### config.mk
export PLATFORM = sky130hd
export DESIGN_NAME = dmem_arbiter
export DESIGN_NICKNAME = d
export VERILOG_FILES = /design/src/rtl/dmem_arb_pkg.sv /design/src/rtl/arb_starve_counter.sv /design/src/rtl/dmem_arbiter.sv
export SDC_FILE = /design/constraint.sdc
export NUM_CORES = 1
export LEC_CHECK = 0
export BUFFER_PORTS_ARGS = -buffer_cell sky130_fd_sc_hd__buf_2
export CORE_AREA = 2 2 230 232
export CTS_CLUSTER_DIAMETER = 200
export CTS_CLUSTER_SIZE = 8
export DETAILED_ROUTE_END_ITERATION = 8
export DIE_AREA = 0 0 232 234
export PLACE_DENSITY = 0.49
export SLEW_MARGIN = 5
export SYNTH_ARGS = -nofsm -noshare
export SYNTH_HDL_FRONTEND = slang
export SYNTH_SLANG_ARGS = --single-unit
### constraint.sdc
create_clock -name clk -period 2.5 [get_ports clk]
set_clock_uncertainty 0.05 [all_clocks]
set_input_delay 0.375 -clock clk [delete_from_list [all_inputs] [get_ports clk]]
set_output_delay 0.375 -clock clk [all_outputs]
set_load 0.02 [all_outputs]
### src/rtl/dmem_arb_pkg.sv
// Shared types and constants for the data-memory arbiter.
//   arb_state_t : arbiter FSM state encoding
//   OWN_PIPE / OWN_DBG : owner tag of the access currently in flight
//   STARVE_W / BUSY_CNT_W : widths of the starvation and BUSY-cycle counters
package dmem_arb_pkg;

    typedef enum logic [1:0] {
        IDLE = 2'd0,
        BUSY = 2'd1,
        RESP = 2'd2
    } arb_state_t;

    localparam logic OWN_PIPE = 1'b0;
    localparam logic OWN_DBG  = 1'b1;

    localparam int STARVE_W   = 4;
    localparam int BUSY_CNT_W = 8;

endpackage

### src/rtl/arb_starve_counter.sv
// Saturating count of arbitrations the debug port has lost to the pipeline.
// Ports:
//   clk, reset : clock, asynchronous active-low reset
//   inc        : debug was requesting and the pipeline was granted
//   clr        : debug was granted
//   full       : count has reached STARVE_MAX; debug must win next time
module arb_starve_counter
    import dmem_arb_pkg::*;
#(
    parameter int STARVE_MAX = 4
) (
    input  logic clk,
    input  logic reset,
    input  logic inc,
    input  logic clr,
    output logic full
);

    localparam logic [STARVE_W-1:0] MAX_C = STARVE_W'(STARVE_MAX);

    logic [STARVE_W-1:0] count;

    always_ff @(posedge clk or negedge reset) begin
        if (!reset) begin
            count <= '0;
        end else if (clr) begin
            count <= '0;
        end else if (inc && !full) begin
            count <= count + 1'b1;
        end
    end

    assign full = (count == MAX_C);

endmodule

### src/rtl/dmem_arbiter.sv
// Arbiter sharing the single-port data memory between the pipeline MEM stage
// and a debug/loader port. Pipeline has priority; a starvation guard forces a
// debug grant after STARVE_MAX consecutive lost arbitrations.
// Ports:
//   clk, reset                      : clock, asynchronous active-low reset
//   p_req/p_we/p_addr/p_wdata       : pipeline request (held while p_stall)
//   p_stall, p_rdata                : pipeline freeze, load data (valid in RESP)
//   d_req/d_we/d_addr/d_wdata       : debug request (held until d_ack)
//   d_ack, d_rdata                  : debug completion pulse and load data
//   m_en/m_we/m_addr/m_wdata        : memory command, driven only in BUSY
//   m_rdata, m_ready                : memory read data and completion
//   timeout_err                     : sticky flag, set on a timeout abort
module dmem_arbiter
    import dmem_arb_pkg::*;
#(
    parameter int ADDR_W     = 64,
    parameter int DATA_W     = 64,
    parameter int STARVE_MAX = 4,
    parameter int TIMEOUT    = 16
) (
    input  logic              clk,
    input  logic              reset,
    input  logic              p_req,
    input  logic              p_we,
    input  logic [ADDR_W-1:0] p_addr,
    input  logic [DATA_W-1:0] p_wdata,
    output logic              p_stall,
    output logic [DATA_W-1:0] p_rdata,
    input  logic              d_req,
    input  logic              d_we,
    input  logic [ADDR_W-1:0] d_addr,
    input  logic [DATA_W-1:0] d_wdata,
    output logic              d_ack,
    output logic [DATA_W-1:0] d_rdata,
    output logic              m_en,
    output logic              m_we,
    output logic [ADDR_W-1:0] m_addr,
    output logic [DATA_W-1:0] m_wdata,
    input  logic [DATA_W-1:0] m_rdata,
    input  logic              m_ready,
    output logic              timeout_err
);

    // Counter value seen on the last BUSY cycle before the abort.
    localparam logic [BUSY_CNT_W-1:0] TO_LAST = BUSY_CNT_W'(TIMEOUT - 1);

    arb_state_t state, state_next;

    logic                  lat_we;
    logic [ADDR_W-1:0]     lat_addr;
    logic [DATA_W-1:0]     lat_wdata;
    logic                  owner;
    logic [BUSY_CNT_W-1:0] busy_cnt;
    logic [DATA_W-1:0]     resp_q;

    logic grant_any;
    logic grant_dbg;
    logic starve_inc;
    logic starve_clr;
    logic starve_full;
    logic busy_done;
    logic busy_timeout;

    arb_starve_counter #(
        .STARVE_MAX (STARVE_MAX)
    ) u_starve (
        .clk   (clk),
        .reset (reset),
        .inc   (starve_inc),
        .clr   (starve_clr),
        .full  (starve_full)
    );

    always_ff @(posedge clk or negedge reset) begin
        if (!reset) begin
            state <= IDLE;
        end else begin
            state <= state_next;
        end
    end

    always_comb begin
        state_next   = state;
        grant_any    = 1'b0;
        grant_dbg    = 1'b0;
        starve_inc   = 1'b0;
        starve_clr   = 1'b0;
        busy_done    = 1'b0;
        busy_timeout = 1'b0;
        case (state)
            IDLE: begin
                if (p_req || d_req) begin
                    grant_any  = 1'b1;
                    grant_dbg  = d_req && (!p_req || starve_full);
                    starve_clr = grant_dbg;
                    // debug asked but lost to the pipeline
                    starve_inc = d_req && !grant_dbg;
                    state_next = BUSY;
                end
            end
            BUSY: begin
                // a completion on the last allowed cycle beats the abort
                if (m_ready) begin
                    busy_done  = 1'b1;
                    state_next = RESP;
                end else if (busy_cnt == TO_LAST) begin
                    busy_timeout = 1'b1;
                    state_next   = RESP;
                end
            end
            RESP: begin
                state_next = IDLE;
            end
            default: begin
                state_next = IDLE;
            end
        endcase
    end

    always_ff @(posedge clk or negedge reset) begin
        if (!reset) begin
            lat_we      <= 1'b0;
            lat_addr    <= '0;
            lat_wdata   <= '0;
            owner       <= OWN_PIPE;
            busy_cnt    <= '0;
            resp_q      <= '0;
            timeout_err <= 1'b0;
        end else begin
            if (grant_any) begin
                lat_we    <= grant_dbg ? d_we    : p_we;
                lat_addr  <= grant_dbg ? d_addr  : p_addr;
                lat_wdata <= grant_dbg ? d_wdata : p_wdata;
                owner     <= grant_dbg ? OWN_DBG : OWN_PIPE;
                busy_cnt  <= '0;
            end else if (state == BUSY) begin
                busy_cnt <= busy_cnt + 1'b1;
            end

            if (busy_done) begin
                resp_q <= lat_we ? '0 : m_rdata;
            end else if (busy_timeout) begin
                resp_q      <= '0;
                timeout_err <= 1'b1;
            end
        end
    end

    assign m_en    = (state == BUSY);
    assign m_we    = (state == BUSY) && lat_we;
    assign m_addr  = (state == BUSY) ? lat_addr  : '0;
    assign m_wdata = (state == BUSY) ? lat_wdata : '0;

    assign p_stall = p_req && !((state == RESP) && (owner == OWN_PIPE));
    assign d_ack   = (state == RESP) && (owner == OWN_DBG);
    assign p_rdata = resp_q;
    assign d_rdata = resp_q;

endmodule

Word level (Yosys, flattened, before mapping)
Cells that the tools add are included.
{ "classes": {"addsub": 2, "eq_ne": 6, "muxes": 28, "n_bitwise": 2, "reduce_logical": 19} }
{ "op_table": {"columns": ["cell", "n"], "rows": [
  ["64-bit two-way mux", 7],
  ["8-bit two-way mux", 2],
  ["1-bit two-way mux", 13],
  ["8-bit by 1-bit adder with 8-bit output (second input constant)", 1],
  ["8-bit by 4-bit equality test with 1-bit output (second input constant)", 1],
  ["4-bit two-way mux", 2],
  ["1-bit logical AND", 7],
  ["2-bit two-way mux", 3],
  ["2-bit nonzero test", 3],
  ["4-bit by 1-bit adder with 4-bit output (second input constant)", 1],
  ["4-bit by 3-bit equality test with 1-bit output (second input constant)", 1],
  ["1-bit zero test", 4],
  ["2-bit one-hot mux with 2 select lines", 1],
  ["2-bit AND reduction", 2],
  ["3-bit by 1-bit inequality test with 1-bit output (second input constant)", 1],
  ["2-bit by 1-bit equality test with 1-bit output (second input constant)", 1],
  ["2-bit equality test (second input constant)", 1],
  ["2-bit zero test", 1],
  ["1-bit logical OR", 2],
  ["2-bit inequality test (second input constant)", 1],
  ["1-bit NOT", 2]
]} }
{ "word_totals": {"register_bits": 209, "input_bits": 327, "out_inout_bits": 261, "elab_cells": 66} }

Logic depth before layout (Yosys ltp)
{ "depth": {"word_depth": 10, "mapped_depth": 7, "depth_no_buf": 5} }

By module
From an unflattened synthesis, not the netlist that was laid out.
{ "unflattened": {"hier_cells": 1238, "hier_area_um2": 12560.8} }
{ "modules_own_cells": {"columns": ["mod", "n_inst", "cells_each", "area_per_inst_um2"], "rows": [
  ["dmem_arbiter", 1, 1214, 12326.8],
  ["arb_starve_counter", 1, 24, 234.0]
]} }

Least setup slack after synthesis
No wires, ideal clock.
{ "synth_path": {"path_type": "register to output", "start": "reg state[1]", "end": "out d_ack", "arrival_ps": 1568, "slack_ps": 507, "path_stages_with_launch": 6, "cell_sequence": "dfrtp_1 -> buf_2 -> clkbuf_1 -> clkbuf_1 -> inv_1 -> nor3_1"} }
{ "synth_between": {"elab_chain_cells": 2} }
{ "synth_rtl": {"columns": ["element", "line_no", "text"], "rows": [
  ["start: declaration", "dmem_arbiter.sv:47", "arb_state_t state, state_next;"],
  ["start signal: assignment", "dmem_arbiter.sv:78", "state <= state_next;"],
  ["2-bit equality test", "dmem_arbiter.sv:155", "assign d_ack = (state == RESP) && (owner == OWN_DBG);"],
  ["1-bit logical AND", "dmem_arbiter.sv:155", null],
  ["end: declaration", "dmem_arbiter.sv:33", "output logic d_ack,"]
]} }
Every way passes these cells.

Final worst setup path
{ "layout_path": {"start": "reg state[1]", "end": "out m_addr[39]"} }
{ "layout_between": {"elab_chain_cells": 2} }
{ "layout_rtl": {"columns": ["element", "line_no", "text"], "rows": [
  ["2-bit by 1-bit equality test with 1-bit output", "dmem_arbiter.sv:151", "assign m_addr = (state == BUSY) ? lat_addr : '0;"],
  ["64-bit two-way mux", "dmem_arbiter.sv:151", null],
  ["end: declaration", "dmem_arbiter.sv:37", "output logic [ADDR_W-1:0] m_addr,"]
]} }
Every way passes these cells.

==> results.yml <==
run_status:
  status: "finished clean"
floorplan:
  core_area_um2: 52000
  start_util_pct: 26.8
  fp.dieH_um: 234
  rows: 84
  boundaryPins: 588
  die-area_um2: 54300
  chipWidth_um: 232
sta:
  hold_viol_final: 0
  tns_ps: 0
  setup_viol: 0
  max_freq_mhz: 417
  worstMarginPinSlew_ps: 942
  drv_slew: 0
  grt_setup_unrepaired: "false"
  timing.slew.headroom_pct: 37.2
  fin_ws_ps: 100
  finalCriticalPeriod_ps: 2400
  period_share_pct: 96.0
route:
  top_layer: "met5"
  wl_met1_mm: 25.3
  routed-wl-met2_mm: 30.4
  drtIter0Drc: 788
  met3_wirelength_mm: 4.86
  drt_pass1_iterations: 5
  drc: 0
  routed_wirelength_mm: 63.3
  routed_via_density: 5.20
  vias: 14700
  wl_per_cell_um: 22.5
  drtAntennaViolNets: 0
placed_design:
  hpwl_mm: 41.5
  gp_congestion: 0.828
  numPortBuffers: 587
  placed_area_um2: 17100
  post-place-ws_ps: 517
grt:
  grt_max_degree: 185
  grt_pass1_wl_mm: 91.3
  overflow: 0
  grt_pass1_vias: 14500
  grt_usage_pct: 21.9
  antenna_found_initial: 21
critical_path:
  crit_type: "reg2out"
  cp-end-kind: "output port"
  crit_required_ps: 2080
  path_cells: "nand2b_4 > clkinv_8 > bufbuf_16 > and2_1 > buf_2"
  cp.arrival_ps: 1970
  crit_cells: 5
  worstRegToRegCells: 5
  max_stage_delay_ps: 490
  cpLargestDelayFamily: "buffers and inverters"
  crit_path_top_delay_cell: "dfrtp_4"
  worst-path-buf-inv: 3
  crit_path_max_fanout: 15
  worstSetupStartpointType: "flop"
hold_path:
  hold_path_class: "in2reg"
  whs_path_depth: 3
synthesis:
  yosysUniqueCellTypes: 43
  avgSynthCellArea_um2: 9.38
  synth_top_cell_by_area: "dfrtp_1"
  async_flop_share_pct: 100
  netlist_area_um2: 13900
  synth_ff_type: "dfrtp_1"
  yosys-top-cells-area: "dfrtp_1 38%, o211a_1 9.3%, o32a_1 9.0%"
  synth_top_area_share_pct: 37.5
  ys_top_cells_by_count: "209 x dfrtp_1, 133 x nor2_1, 130 x and2_1"
  yosysMostFrequentCell: "dfrtp_1"
  synth_nets: 1817
  ys.warnings.count: 0
  ys_seq_elements: 209
  synthesis.instances: 1487
  synth-seq-area-share_pct: 37.5
  synth-edff-count: 0
finish:
  drive_above_1_share_pct: 32.1
  syn_to_final_growth_pct: 43.3
  fin_area_um2: 20000
  nets: 2442
cts:
  cts_root_buf: "clkbuf_16"
  clockBufferDepth: 3
  htree_levels: 1
  cts_sinks: 209
  cts_tree: "yes"
  cts_inserted_buffers: 30
  worstSkewPairLatency_ps: 570
  cts.clk_slew.worst_paths_ps: 60
power_and_ir_drop:
  ir_drop_mv: 0.676
  fin_total_pwr_mw: 25.0
  p_leak_nw: 9.55
  power.density_nw_per_um2: 1250
job:
  maxCapViolations: 0
==> routing by layer <==
| layer | vias up | track usage, % |
|---|---|---|
| li1 | 6771 | - |
| met1 | 7140 | 26.2 |
| met2 | 605 | 37.1 |
| met3 | 122 | 5.82 |
| met4 | 18 | 9.07 |
| met5 | - | 0 |
==> power breakdown <==
| part | leakage [nW] | internal, mW | switching, mW |
|---|---|---|---|
| combinational | 6.76 | 5.81 | 8.71 |
| clock | 0.390 | 2.16 | 1.60 |
| sequential | 2.40 | 5.10 | 1.61 |
==> kinds of logic (layout without fill, tap and decap cells) <==
family | after synthesis | after routing | share of synthesized area, %
buf+inv | 308 | 936 | 10.7
flops | 209 | 209 | 37.5
other cells | 0 | 13 | 0
simple gates | 425 | 425 | 19.0
mux | 5 | 5 | 0.359
compound gates | 537 | 537 | 32.2
fa+ha+maj | 3 | 3 | 0.269
==> state kept, by name (all words and copies together) (netlist names) <==
name and count:
lat_addr 64, busy_cnt 8, timeout_err 1, state 2, d_rdata 64, owner 1
lat_we 1, lat_wdata 64, u_starve.count 4
==> path summary, 6_finish.rpt <==
| check | start | to | slack, ps |
|---|---|---|---|
| max | state[1] | m_addr[39] | 100 |
| min reg2reg | timeout_err | timeout_err | 410 |
| max in group asynchronous | reset | lat_wdata[11] | 1360 |
| min in group asynchronous | reset | lat_addr[2] | 320 |
| min | m_rdata[25] | d_rdata[25] | 30 |
| max reg2reg | state[0] | lat_wdata[39] | 400 |
==> worst min-delay path, cell delays in order <==
cell	delay [ps]
buf_2	100
a22oi_1	60
o21ai_0	70
==> cell usage in the layout (no fill, tap or decap), types with 15 or more instances in the layout <==
| cell type | synthesis | layout |
|---|---|---|
| nor4b_1 | 129 | 129 |
| nor2_1 | 133 | 132 |
| inv_1 | 74 | 74 |
| o21bai_1 | 129 | 129 |
| a22oi_1 | 64 | 64 |
| dlygate4sd3_1 | 0 | 190 |
| dfrtp_1 | 209 | 207 |
| o211a_1 | 129 | 129 |
| clkbuf_16 | 0 | 31 |
| and2_1 | 130 | 130 |
| buf_4 | 64 | 31 |
| buf_2 | 25 | 584 |
| o32a_1 | 126 | 126 |
| o21ai_0 | 71 | 70 |
| buf_12 | 0 | 15 |
==> per-stage QoR <==
step / instances / hold slack (ps) / utilization [%]
after global placement: 2571 / 341 / 32.9
final: 2816 / 26.5 / 38.4
after global routing: 2810 / 23.9 / 38.4
after CTS: 2801 / 0.291 / 38.3
after detailed placement: 2571 / 341 / 32.9
after floorplan: 1487 / 29.4 / -
==> cell type report <==
cell class	count	area [um^2]
fill	5242	32000
multi-input combinational	970	7260
timing repair buffer	826	5500
sequential	209	5240
tap	688	861
clock buffer	34	787
inverter	75	294
antenna	13	32.5
clock inverter	1	8.76
==> repair_timing <==
item,in CTS,in global routing
endpoints found under the setup margin,112,9
gates resized for setup,6,0
setup buffers,2,2
hold endpoints to repair,242,0
gates cloned,3,0
hold buffers,190,0
pin swaps,0,0
(Power assumes the default switching activity.)
